## src/rtl/mem_port_arbiter_if.sv

```systemverilog
// Bus bundle between two requesters, the shared memory port and mem_port_arbiter.
// The arbiter takes the slave view; the requesters/memory side takes the master view.
interface mem_port_arbiter_if #(
  parameter int AW = 32,
  parameter int DW = 32
);
  logic          m0_req;
  logic          m1_req;
  logic          m0_we;
  logic          m1_we;
  logic [AW-1:0] m0_addr;
  logic [AW-1:0] m1_addr;
  logic [DW-1:0] m0_wdata;
  logic [DW-1:0] m1_wdata;
  logic          m0_gnt;
  logic          m1_gnt;
  logic          m0_done;
  logic          m1_done;
  logic [DW-1:0] m0_rdata;
  logic [DW-1:0] m1_rdata;
  logic [AW-1:0] address;
  logic [DW-1:0] data_out;
  logic [DW-1:0] data_in;
  logic          we;
  logic          busy;

  modport slave (
    input  m0_req, m1_req, m0_we, m1_we, m0_addr, m1_addr, m0_wdata, m1_wdata, data_in,
    output m0_gnt, m1_gnt, m0_done, m1_done, m0_rdata, m1_rdata, address, data_out, we, busy
  );

  modport master (
    output m0_req, m1_req, m0_we, m1_we, m0_addr, m1_addr, m0_wdata, m1_wdata, data_in,
    input  m0_gnt, m1_gnt, m0_done, m1_done, m0_rdata, m1_rdata, address, data_out, we, busy
  );
endinterface

```

## src/rtl/mem_port_arbiter.sv

```systemverilog
// Two-master arbiter for one synchronous memory port, one transaction in flight, fixed read latency.
// Round-robin by default; defining MEM_ARB_FIXED_PRIO_EN makes m0 win every contended cycle.
module mem_port_arbiter #(
  parameter int AW     = 32,
  parameter int DW     = 32,
  parameter int RD_LAT = 1
) (
  input  logic                 clk,
  input  logic                 reset,
  mem_port_arbiter_if.slave    bus
);

  typedef enum logic [1:0] {
    IDLE   = 2'd0,
    ACCESS = 2'd1,
    WAIT   = 2'd2,
    RESP   = 2'd3
  } state_t;

  state_t        state_r;
  logic          last_r;
  logic          sel_r;
  logic [3:0]    cnt_r;
  logic          gnt0_r;
  logic          gnt1_r;
  logic          done0_r;
  logic          done1_r;
  logic [DW-1:0] rdata0_r;
  logic [DW-1:0] rdata1_r;
  logic [AW-1:0] address_r;
  logic [DW-1:0] data_out_r;
  logic          we_r;
  logic          busy_r;

  logic          any_req_s;
  logic          win_s;
  logic          win_we_s;
  logic [AW-1:0] win_addr_s;
  logic [DW-1:0] win_wdata_s;

  // Pick the winner among the current requests
  always_comb begin
    any_req_s = bus.m0_req | bus.m1_req;
    win_s     = 1'b0;
    if (bus.m0_req && bus.m1_req) begin
`ifdef MEM_ARB_FIXED_PRIO_EN
      win_s = 1'b0;
`else
      win_s = ~last_r;
`endif
    end else if (bus.m1_req) begin
      win_s = 1'b1;
    end else begin
      win_s = 1'b0;
    end
  end

  // Steer the winning master's payload
  always_comb begin
    win_we_s    = 1'b0;
    win_addr_s  = '0;
    win_wdata_s = '0;
    if (win_s) begin
      win_we_s    = bus.m1_we;
      win_addr_s  = bus.m1_addr;
      win_wdata_s = bus.m1_wdata;
    end else begin
      win_we_s    = bus.m0_we;
      win_addr_s  = bus.m0_addr;
      win_wdata_s = bus.m0_wdata;
    end
  end

  // Transaction FSM; every bus-facing output is a register
  always_ff @(posedge clk) begin
    if (reset) begin
      state_r    <= IDLE;
      last_r     <= 1'b1;
      sel_r      <= 1'b0;
      cnt_r      <= 4'd0;
      gnt0_r     <= 1'b0;
      gnt1_r     <= 1'b0;
      done0_r    <= 1'b0;
      done1_r    <= 1'b0;
      rdata0_r   <= '0;
      rdata1_r   <= '0;
      address_r  <= '0;
      data_out_r <= '0;
      we_r       <= 1'b0;
      busy_r     <= 1'b0;
    end else begin
      gnt0_r  <= 1'b0;
      gnt1_r  <= 1'b0;
      done0_r <= 1'b0;
      done1_r <= 1'b0;
      case (state_r)
        IDLE: begin
          if (any_req_s) begin
            sel_r      <= win_s;
            last_r     <= win_s;
            address_r  <= win_addr_s;
            data_out_r <= win_wdata_s;
            we_r       <= win_we_s;
            gnt0_r     <= ~win_s;
            gnt1_r     <= win_s;
            busy_r     <= 1'b1;
            state_r    <= ACCESS;
          end else begin
            address_r  <= '0;
            data_out_r <= '0;
            we_r       <= 1'b0;
            busy_r     <= 1'b0;
            state_r    <= IDLE;
          end
        end
        ACCESS: begin
          data_out_r <= '0;
          we_r       <= 1'b0;
          if (we_r) begin
            // Writes complete in the cycle after the access
            address_r <= '0;
            done0_r   <= ~sel_r;
            done1_r   <= sel_r;
            state_r   <= RESP;
          end else begin
            cnt_r   <= 4'(RD_LAT - 1);
            state_r <= WAIT;
          end
        end
        WAIT: begin
          if (cnt_r == 4'd0) begin
            if (sel_r) begin
              rdata1_r <= bus.data_in;
            end else begin
              rdata0_r <= bus.data_in;
            end
            address_r <= '0;
            done0_r   <= ~sel_r;
            done1_r   <= sel_r;
            state_r   <= RESP;
          end else begin
            cnt_r   <= cnt_r - 4'd1;
            state_r <= WAIT;
          end
        end
        RESP: begin
          address_r <= '0;
          we_r      <= 1'b0;
          busy_r    <= 1'b0;
          state_r   <= IDLE;
        end
        default: begin
          address_r  <= '0;
          data_out_r <= '0;
          we_r       <= 1'b0;
          busy_r     <= 1'b0;
          state_r    <= IDLE;
        end
      endcase
    end
  end

  assign bus.m0_gnt   = gnt0_r;
  assign bus.m1_gnt   = gnt1_r;
  assign bus.m0_done  = done0_r;
  assign bus.m1_done  = done1_r;
  assign bus.m0_rdata = rdata0_r;
  assign bus.m1_rdata = rdata1_r;
  assign bus.address  = address_r;
  assign bus.data_out = data_out_r;
  assign bus.we       = we_r;
  assign bus.busy     = busy_r;

endmodule

```

## src/flat_wrapper.sv

```systemverilog
// flat-port wrapper written by rule: the top's interface ports become plain ports
module mem_port_arbiter_flat 
#(
  parameter int AW     = 32,
  parameter int DW     = 32,
  parameter int RD_LAT = 1
)
  (clk, reset, bus_m0_req, bus_m1_req, bus_m0_we, bus_m1_we, bus_m0_addr, bus_m1_addr, bus_m0_wdata, bus_m1_wdata, bus_data_in, bus_m0_gnt, bus_m1_gnt, bus_m0_done, bus_m1_done, bus_m0_rdata, bus_m1_rdata, bus_address, bus_data_out, bus_we, bus_busy);
  mem_port_arbiter_if #(.AW(AW), .DW(DW)) bus_i ();
  input  logic clk;
  input  logic reset;
  input wire logic [$bits(bus_i.m0_req)-1:0] bus_m0_req;
  input wire logic [$bits(bus_i.m1_req)-1:0] bus_m1_req;
  input wire logic [$bits(bus_i.m0_we)-1:0] bus_m0_we;
  input wire logic [$bits(bus_i.m1_we)-1:0] bus_m1_we;
  input wire logic [$bits(bus_i.m0_addr)-1:0] bus_m0_addr;
  input wire logic [$bits(bus_i.m1_addr)-1:0] bus_m1_addr;
  input wire logic [$bits(bus_i.m0_wdata)-1:0] bus_m0_wdata;
  input wire logic [$bits(bus_i.m1_wdata)-1:0] bus_m1_wdata;
  input wire logic [$bits(bus_i.data_in)-1:0] bus_data_in;
  output wire logic [$bits(bus_i.m0_gnt)-1:0] bus_m0_gnt;
  output wire logic [$bits(bus_i.m1_gnt)-1:0] bus_m1_gnt;
  output wire logic [$bits(bus_i.m0_done)-1:0] bus_m0_done;
  output wire logic [$bits(bus_i.m1_done)-1:0] bus_m1_done;
  output wire logic [$bits(bus_i.m0_rdata)-1:0] bus_m0_rdata;
  output wire logic [$bits(bus_i.m1_rdata)-1:0] bus_m1_rdata;
  output wire logic [$bits(bus_i.address)-1:0] bus_address;
  output wire logic [$bits(bus_i.data_out)-1:0] bus_data_out;
  output wire logic [$bits(bus_i.we)-1:0] bus_we;
  output wire logic [$bits(bus_i.busy)-1:0] bus_busy;
  assign bus_i.m0_req = bus_m0_req;
  assign bus_i.m1_req = bus_m1_req;
  assign bus_i.m0_we = bus_m0_we;
  assign bus_i.m1_we = bus_m1_we;
  assign bus_i.m0_addr = bus_m0_addr;
  assign bus_i.m1_addr = bus_m1_addr;
  assign bus_i.m0_wdata = bus_m0_wdata;
  assign bus_i.m1_wdata = bus_m1_wdata;
  assign bus_i.data_in = bus_data_in;
  assign bus_m0_gnt = bus_i.m0_gnt;
  assign bus_m1_gnt = bus_i.m1_gnt;
  assign bus_m0_done = bus_i.m0_done;
  assign bus_m1_done = bus_i.m1_done;
  assign bus_m0_rdata = bus_i.m0_rdata;
  assign bus_m1_rdata = bus_i.m1_rdata;
  assign bus_address = bus_i.address;
  assign bus_data_out = bus_i.data_out;
  assign bus_we = bus_i.we;
  assign bus_busy = bus_i.busy;
  mem_port_arbiter #(.AW(AW), .DW(DW), .RD_LAT(RD_LAT)) u_core (.clk(clk), .reset(reset), .bus(bus_i));
endmodule
```

## config.mk

```make
export PLATFORM = sky130hd
export DESIGN_NAME = mem_port_arbiter_flat
export DESIGN_NICKNAME = d
export VERILOG_FILES = /design/src/rtl/mem_port_arbiter_if.sv /design/src/rtl/mem_port_arbiter.sv /design/src/flat_wrapper.sv
export SDC_FILE = /design/constraint.sdc
export NUM_CORES = 1
export LEC_CHECK = 0
export CAP_MARGIN = 25
export CORE_MARGIN = 10
export CORE_UTILIZATION = 37
export DETAILED_ROUTE_END_ITERATION = 12
export GPL_TIMING_DRIVEN = 1
export PLACE_DENSITY = 0.85
export SYNTH_ARGS = -nofsm -noshare
export SYNTH_HDL_FRONTEND = slang
export SYNTH_SLANG_ARGS = --single-unit
export TNS_END_PERCENT = 5
```

## constraint.sdc

```tcl
create_clock -name clk -period 1.8 [get_ports clk]
set_input_delay 0.36 -clock clk [delete_from_list [all_inputs] [get_ports clk]]
set_output_delay 0.36 -clock clk [all_outputs]
set_load 0.02 [all_outputs]
```

==> impl_metrics.tcl, run 1 <==
set metrics [dict create \
    initial_core_util_pct 37.6 \
    synth_top_area_share_pct 45.5 \
    p_seq_share_pct 35.2 \
    max_stage_delay_ns 0.63 \
    crit_path_top_delay_cell "clkdlybuf4s50_1" \
    synthTopCellsByCount "dfxtp_1, nand2b_1, mux2i_1" \
    first_global_vias 5669 \
    h-tree-depth 4 \
    core_area_um2 16600 \
    hp-class "in -> reg" \
    async_reset_ff_share_pct 0 \
    synth_edf_count 0 \
    p_sw_share_pct 31.8 \
    finalHoldViolCount 0 \
    leakage_nw 3.99 \
    first_pass_iters 4 \
    relSlewSlack_pct 76.8 \
    n_fill_cell 1389 \
    ioPinCount 300 \
    grtUsageMet3_pct 6.70 \
    multi_input_area_um2 3210 \
    path_delay_family "buffers and inverters" \
    cts_setup_buffers 0 \
    power.share.combinational_pct 35.6 \
    netlist_top_cells_area "dfxtp_1, mux2i_1, nand2b_1" \
    fin_setup_tns_ns 0 \
    synth_cell_type_count 39 \
    clock_power_share_pct 29.1 \
    antenna_found_initial 0 \
    hold_path_depth 3 \
    drv_slew 0 \
    cts_hold_buf 0 \
    numPortBuffers 299 \
    synth_seq_cells 142 \
    drt-initial-drc-count 242 \
    design.die.area_um2 22500 \
    ys.warnings.count 0 \
    synth-main-ff-cell "dfxtp_1" \
    critPathRequiredTime_ns 1.44 \
    cts_sinks 142 \
    root_buffer "clkbuf_16" \
    syn-instance-count 611 \
    drive_above_1_share_pct 9.30 \
    utilization_pct 62.1 \
    final_antenna_net_count 0 \
    tightest_slew_ns 0.344 \
    fin_crit_ns 1.76 \
    reg2reg_depth 6 \
    cp.arrival_ns 1.40 \
    grt_pass1_wl_um 30800 \
    worstSetupStartpointType "flop" \
    fin_crit_sh_pct 97.8 \
    max_freq_mhz 568 \
    viasPerCell 4.80 \
    p_int_w 0.00758 \
    grt-busiest-layer "met2" \
    gp_congestion 0.822 \
    chipWidth_um 150 \
    mappedNetlistArea_um2 6240 \
    ff_latch_area_um2 2840 \
    yosys.area.top_type "dfxtp_1" \
    final_area_um2 10300 \
    die_h_um 150 \
    synth.avg_cell_area_um2 10.2 \
    path_buf_inv 1 \
    gr-usage-all-layers_pct 17.2 \
    path_max_fanout 2 \
    met1_usage_pct 18.8 \
    rows 47 \
    path_depth 1 \
    worstSetupPathType "reg -> out" \
    diodes 0 \
    drt_wl_total_um 20300 \
    setup_viol 0 \
    grt_max_degree 94 \
    worst_setup_path_end_kind "output pin" \
    place_inst 1114 \
    status "finished, final reports clean" \
    clk_latency_ns 0.41 \
    numCtsBuffers 17 \
    powerDensity_nw_per_um2 1080 \
    tritoncts "done" \
    clock_path_buffers 2 \
    nNetsFinal 1085 \
    drc 0 \
    fin_skew_ns 0.0105 \
    power.switching_w 0.00353 \
    route.vias.total 5501 \
    rsz0062_at_grt "yes" \
    gr-total-overflow 0 \
    ys_seq_area_share_pct 45.5 \
    cp_cell_sequence "clkdlybuf4s50_1" \
    wl_per_cell_um 17.8 \
    yosys.cell_count.top_type "dfxtp_1" \
    clk_pin_slew_ns 0.06 \
    synth_fp_nets 783 \
    dpl.hpwl_um 15300 \
    final_cells 1145 \
    vdd_ir_drop_max_mv 0.812 \
    grt_use_met2_pct 29.2 \
    placed_area_um2 9630 \
    cap_violations 0 \
    area_growth_pct 65.0 \
]
-- path summary, 6_finish.rpt --
check / endpoint / startpoint / slack, ns
worst max register to register: u_core.bus.address[13] / u_core.cnt_r[0] / 0.04
worst max-delay path: bus_address[11] / u_core.bus.address[11] / 0.04
worst min register to register: u_core.bus.data_out[5] / u_core.bus.data_out[5] / 0.45
worst min-delay path: u_core.bus.m1_gnt / reset / 0.42
-- cell families after synthesis --
kind of cell | count (synthesis) | synth area share (%)
AOI/OAI and AO/OA | 88 | 9.66
adders and majority gates | 6 | 1.20
buffers and inverters | 56 | 5.35
DFF | 142 | 45.5
muxes | 128 | 20.5
and+or+nand+nor | 191 | 17.7
-- final cells by class --
class                           instances  share of cell area [%]
Tap cell                              220                    2.67
Sequential cell                       142                    27.6
Multi-Input combinational cell        413                    31.2
Timing Repair Buffer                  332                    33.0
Inverter                                7                   0.255
Clock buffer                           20                    4.34
Clock inverter                         11                   0.923
-- layer usage --
layer | up-vias | wire [µm]
met2 | 193 | 10100
met5 | - | 0
met4 | 0 | 527
met1 | 2553 | 8060
li1 | 2724 | -
met3 | 31 | 1610
-- per-stage QoR --
step | setup WS [ns] | total power, W | hold WS, ns
6_report | 0.0391 | 0.0111 | 0.416
5_1_grt | -0.0345 | 0.0117 | 0.409
4_1_cts | 0.0152 | 0.0111 | 0.405
3_5_place_dp | -0.0393 | 0.00784 | 0.441
3_3_place_gp | 0.00534 | 0.00778 | 0.432
2_1_floorplan | 0.0457 | 0.00592 | 0.421
-- registers in the layout, summed over array words and instances, names as in the netlist --
signal               count
u_core.bus.address      32
u_core.bus.busy          1
u_core.bus.data_out     32
u_core.bus.m0_done       1
u_core.bus.m0_gnt        1
u_core.bus.m0_rdata     32
u_core.bus.m1_done       1
u_core.bus.m1_gnt        1
u_core.bus.m1_rdata     32
u_core.bus.we            1
u_core.cnt_r             4
u_core.last_r            1
u_core.sel_r             1
u_core.state_r           2
-- power groups by stage --
stage                     clock network, W  registers [W]  logic, W
after floorplan                          0        0.00450   0.00142
after global placement                   0        0.00396   0.00383
after detailed placement                 0        0.00397   0.00387
after CTS                          0.00332        0.00392   0.00389
after global routing               0.00347        0.00397   0.00421
final                              0.00324        0.00392   0.00396
-- layout by cell type, fill, tap and decap left out, drive strengths merged, types with 2 or more instances in the layout --
master,n
nand2b,129
nor2,7
and2,3
buf,34
mux2i,128
o32ai,32
o21ai,39
a21oi,6
a22oi,2
inv,7
clkbuf,20
clkinv,7
clkinvlp,3
dfxtp,142
nor2b,4
clkdlybuf4s50,291
or4b,2
ha,6
dlymetal6s2s,7
nand2,37
-- repair_timing --
item	CTS	global route
endpoints found under the setup margin	0	33
gates resized for setup	0	22
endpoints found under the hold margin	0	0
Note: power is estimated with default switching activity, not from simulation.
==> run 2, diff against run 1 <==
==> constraint.sdc (replaced) <==
create_clock -name clk -period 1.8 [get_ports clk]
set_input_delay 0.36 -clock clk [delete_from_list [all_inputs] [get_ports clk]]
set_output_delay 0.36 -clock clk [all_outputs]
set_load 0.1 [all_outputs]
==> run 2 against run 1 <==
  * Non-clock buffer count down 1
  * Routed wire length increased by 6.6%
  * Maximum frequency grew 2.0%
  * Flip-flop and latch count did not move
  * Hold slack worse by 0.0077 ns
  * Combinational power grew 89%
  * Sequential power grew 6.6%
  * Critical path type is now reg -> reg
  * Power increased by 39%
  * Clock skew is 0.0025 ns lower
  * Global-route usage increased by 1.6 points
==> impl_metrics.tcl, run 2 (same netlist as run 1, synthesis figures left out) <==
set metrics [dict create \
    status "finished, final reports clean" \
    ff_latch_area_um2 2850 \
    rsz0062_at_grt "yes" \
    initial_core_util_pct 37.6 \
    worst_setup_path_end_kind "flop" \
    viasPerCell 4.92 \
    leakage_nw 4.53 \
    place_inst 1113 \
    design.die.area_um2 22500 \
    reg2reg_depth 6 \
    numCtsBuffers 17 \
    final_antenna_net_count 0 \
    reg2reg_slack_ns 0.07 \
    worstSetupStartpointType "flop" \
    fin_skew_ns 0.00798 \
    hp-class "in -> reg" \
    rows 47 \
    clock_path_buffers 2 \
    max_freq_mhz 579 \
    cts_sinks 142 \
    cap_violations 0 \
    ioPinCount 300 \
    multi_input_area_um2 3120 \
    h-tree-depth 4 \
    root_buffer "clkbuf_16" \
    utilization_pct 69.9 \
    gp_congestion 0.814 \
    hold_path_depth 3 \
    fin_crit_ns 1.73 \
    final_cells 1144 \
    fin_total_pwr_w 0.0154 \
    grt_max_degree 100 \
    first_pass_iters 4 \
    reg2reg_to "u_core.bus.address[9]" \
    clk_latency_ns 0.41 \
    die_h_um 150 \
    chipWidth_um 150 \
    final_cell_mix "clkdlybuf4s50_1, buf_12, dfxtp_1" \
    worstHoldEndpoint "u_core.bus.busy" \
    timing.rr.start "u_core.cnt_r[0]" \
    vdd_ir_drop_max_mv 0.809 \
    gr-usage-all-layers_pct 18.7 \
    tritoncts "done" \
    tightest_slew_ns 0.309 \
    setup_viol 0 \
    cp.arrival_ns 2.03 \
    drt_wl_total_um 21700 \
    finalHoldViolCount 0 \
    gr-total-overflow 0 \
    cts_hold_buf 0 \
    grt_pass1_wl_um 33100 \
    worstSetupPathType "reg -> reg" \
    wl_per_cell_um 19.0 \
    first_global_vias 5951 \
    numPortBuffers 299 \
    drv_slew 0 \
    relSlewSlack_pct 79.4 \
    dpl.hpwl_um 16800 \
    n_fill_cell 1152 \
    nNetsFinal 1084 \
    drc 0 \
    path_max_fanout 32 \
    powerDensity_nw_per_um2 1330 \
    critPathRequiredTime_ns 2.11 \
    diodes 0 \
    route.vias.total 5633 \
    core_area_um2 16600 \
    clk_pin_slew_ns 0.06 \
    drive_above_1_share_pct 22.9 \
    worstHoldStart "reset" \
    drt-initial-drc-count 310 \
    antenna_found_initial 0 \
    final_common_cell "clkdlybuf4s50_1" \
    area_growth_pct 85.6 \
    fin_crit_sh_pct 95.9 \
]
run 2: changes by cell type in the layout (fill, tap and decap cells not counted), moves of 2 or more:
cell | before | now
o32ai_2 | 11 | 4
ha_1 | 4 | 6
buf_12 | 12 | 144
o32ai_1 | 20 | 28
clkbuf_1 | 2 | 0
dlymetal6s2s_1 | 7 | 0
clkbuf_8 | 1 | 5
dfxtp_1 | 142 | 140
clkinv_2 | 5 | 2
bufinv_16 | 1 | 3
dfxtp_2 | 0 | 2
clkdlybuf4s50_1 | 291 | 164
run 2: per-layer routing:
metal,vias to the layer above,GRT usage (%),routed length (µm)
met3,35,7.10,1770
li1,2728,-,-
met1,2676,19.4,8010
met4,0,7.43,549
met2,194,33.5,11400
met5,-,0,0
run 2: final cells by class:
cell class	count	share of cell area, %
multi-input combinational	413	26.9
clock inverter	9	1.14
sequential	142	24.6
inverter	7	0.227
tap	220	2.38
clock buffer	22	4.26
timing repair buffer	331	40.5
run 2: power breakdown:
part / internal (W) / switching [W]
combinational: 0.00287 / 0.00463
sequential: 0.00365 / 0.000538
clock: 0.00236 / 0.00136
total: 0.00887 / 0.00653
run 2: how the worst max path moves through the flow:
stage                           start                       to  slack [ns]
floorplan           u_core.state_r[0]          u_core.cnt_r[1]        0.05
finish                u_core.cnt_r[0]    u_core.bus.address[9]        0.07
global placement           bus_m1_req  u_core.bus.data_out[18]       -0.04
global route          u_core.cnt_r[0]   u_core.bus.address[26]       -0.02
detailed placement         bus_m1_req   u_core.bus.address[15]       -0.09
CTS                   u_core.cnt_r[0]    u_core.bus.address[9]        0.05
run 2: metrics by stage:
step | setup TNS, ns | worst slack (ns) | hold slack, ns | area (µm²)
after CTS | 0 | 0.0463 | 0.407 | 11600
final | 0 | 0.0730 | 0.408 | 11600
after global routing | -0.0628 | -0.0175 | 0.413 | 11600
after global placement | -0.275 | -0.0353 | 0.475 | 10900
after floorplan | 0 | 0.0457 | 0.421 | 6240
after detailed placement | -2.54 | -0.0886 | 0.474 | 10900
run 2: critical path, stage by stage, from the launching register on:
cell	delay, ns
dfxtp_1	0.33
inv_1	0.06
ha_1	0.18
or3b_1	0.39
and2_1	0.20
buf_12	0.17
o32ai_1	0.29
run 2: what timing repair did:
action | 4_1_cts | 5_1_grt
gates resized for setup | 0 | 4
setup buffers | 0 | 0
endpoints found under the setup margin | 0 | 9
==> run 3, diff against run 2 <==
--- a/config.mk
+++ b/config.mk
@@ -6,11 +6,13 @@
 export NUM_CORES = 1
 export LEC_CHECK = 0
 export CAP_MARGIN = 25
+export CORE_ASPECT_RATIO = 1.2
 export CORE_MARGIN = 10
 export CORE_UTILIZATION = 37
 export DETAILED_ROUTE_END_ITERATION = 12
 export GPL_TIMING_DRIVEN = 1
 export PLACE_DENSITY = 0.85
+export SKIP_LAST_GASP = 1
 export SYNTH_ARGS = -nofsm -noshare
 export SYNTH_HDL_FRONTEND = slang
 export SYNTH_SLANG_ARGS = --single-unit
==> run 3 against run 2 <==
  * Global-route usage is 0.15 points higher
  * Critical path depth is 1 lower
  * Critical path type unchanged
  * Cell count is 0.70% lower
  * Routed wire length is 3.7% higher
  * Largest cell class unchanged
  * Clock-buffer cell count is 1 lower
  * Non-clock buffer count is 2 lower
  * Combinational power is 0.7% higher
  * First-iteration DRC count is 17% lower
  * Sequential power hardly changed
  * Design area is 0.43% higher
==> impl_metrics.tcl, run 3 (same netlist as run 1, synthesis figures left out) <==
set metrics [dict create \
    fin_crit_ns 1.76 \
    core_area_um2 16400 \
    clock_path_buffers 2 \
    fin_skew_ns 0.0111 \
    cts_hold_buf 0 \
    finalHoldViolCount 0 \
    crit_path_top_delay_cell "or4b_1" \
    hp-class "in -> reg" \
    final_antenna_net_count 0 \
    power.switching_w 0.00658 \
    root_buffer "clkbuf_16" \
    gr-total-overflow 0 \
    cts_setup_buffers 0 \
    max_stage_delay_ns 0.47 \
    finalWorstSetupSlack_ns 0.0370 \
    grtUsageMet3_pct 4.55 \
    gp_congestion 0.823 \
    power.share.combinational_pct 49.0 \
    drc 0 \
    clock_power_share_pct 23.9 \
    p_seq_share_pct 27.2 \
    fin_total_pwr_w 0.0154 \
    rows 51 \
    worst_setup_path_end_kind "flop" \
    status "finished, final reports clean" \
    cts_sinks 142 \
    grt_pass1_wl_um 34200 \
    die_h_um 162 \
    cp.arrival_ns 2.10 \
    route.vias.total 5693 \
    gr-usage-all-layers_pct 18.9 \
    drive_above_1_share_pct 23.8 \
    h-tree-depth 4 \
    grt-busiest-layer "met2" \
    initial_core_util_pct 38.1 \
    drt_wl_total_um 22500 \
    powerDensity_nw_per_um2 1320 \
    antenna_found_initial 1 \
    drt-initial-drc-count 256 \
    numPortBuffers 299 \
    tritoncts "done" \
    post-place-ws_ns -0.113 \
    vdd_ir_drop_max_mv 0.855 \
    worstSetupStartpointType "flop" \
    rsz0062_at_grt "yes" \
    first_pass_iters 4 \
    fin_crit_sh_pct 97.9 \
    leakage_nw 4.52 \
    relSlewSlack_pct 70.1 \
    clk_latency_ns 0.41 \
    max_freq_mhz 567 \
    tightest_slew_ns 0.448 \
    clk_pin_slew_ns 0.06 \
    grt_max_degree 133 \
    drv_slew 0 \
    wl_per_cell_um 19.8 \
    ioPinCount 300 \
    chipWidth_um 139 \
    final_cell_mix "clkdlybuf4s50_1, buf_12, dfxtp_1" \
    p_int_w 0.00884 \
    design.die.area_um2 22500 \
    critPathRequiredTime_ns 2.14 \
    n_fill_cell 1100 \
    met1_usage_pct 19.7 \
    worstSetupPathType "reg -> reg" \
    cap_violations 0 \
    first_global_vias 6107 \
    p_sw_share_pct 42.7 \
    cp_cell_sequence "inv_1 -> ha_1 -> a21bo_2 -> or4b_1 -> a21oi_1" \
    final_common_cell "clkdlybuf4s50_1" \
    numCtsBuffers 17 \
    dpl.hpwl_um 17100 \
    nNetsFinal 1082 \
    grt_use_met2_pct 34.1 \
    setup_viol 0 \
    path_max_fanout 8 \
    viasPerCell 5.01 \
    area_growth_pct 86.5 \
    utilization_pct 71.0 \
]
-- run 3: worst paths after layout --
kind                           from                  to  slack (ns)  cells past startpoint
setup / recovery  u_core.state_r[0]     u_core.cnt_r[1]        0.04                      5
hold / removal                reset     u_core.cnt_r[0]        0.37                      3
setup reg to reg  u_core.state_r[0]     u_core.cnt_r[1]        0.04                      5
hold reg to reg        u_core.sel_r  u_core.bus.m0_done        0.49                      1
-- run 3: metal layers --
layer  wire [µm]  up-vias
met2       12000      187
met4         957        0
li1            -     2723
met5           0        -
met3        1100       49
met1        8440     2734
-- run 3: what timing repair did --
| item | in CTS | in global routing |
|---|---|---|
| pin swaps | 0 | 1 |
| resized for setup | 1 | 14 |
| gates cloned | 0 | 1 |
| endpoints found under the setup margin | 2 | 45 |
-- run 3: stage by stage --
step	setup TNS, ns	instances	hold slack (ns)	area, µm²
after detailed placement	-2.12	1102	0.482	10900
after global placement	-0.283	1102	0.475	10900
after global routing	-0.229	1136	0.372	11600
after CTS	-0.0135	1134	0.355	11500
after floorplan	0	611	0.421	6240
final	0	1136	0.372	11600
-- run 3: power groups by stage --
stage / clock (W) / sequential (W) / combinational, W
floorplan: 0 / 0.00721 / 0.00142
global placement: 0 / 0.00422 / 0.00741
detailed placement: 0 / 0.00425 / 0.00748
CTS: 0.00375 / 0.00419 / 0.00751
global route: 0.00388 / 0.00424 / 0.00780
finish: 0.00368 / 0.00419 / 0.00755
-- run 3: final cells by class --
class	count	area (µm²)	area share, %
Multi-Input combinational cell	413	3190	27.4
Timing Repair Buffer	329	4680	40.2
Clock inverter	11	153	1.31
Clock buffer	21	470	4.04
Inverter	7	26.3	0.226
Antenna cell	1	2.50	0.0215
Tap cell	212	265	2.28
Sequential cell	142	2840	24.4
-- run 3: worst max-delay path, delay by kind of cell, from the launching register on --
family / cells / cell delay (ns)
AO/OA/AOI/OAI: 2 / 0.42
adder cells (fa/ha/maj): 1 / 0.34
buffers and inverters: 1 / 0.10
flip-flops: 1 / 0.37
AND/OR/NAND/NOR: 1 / 0.47
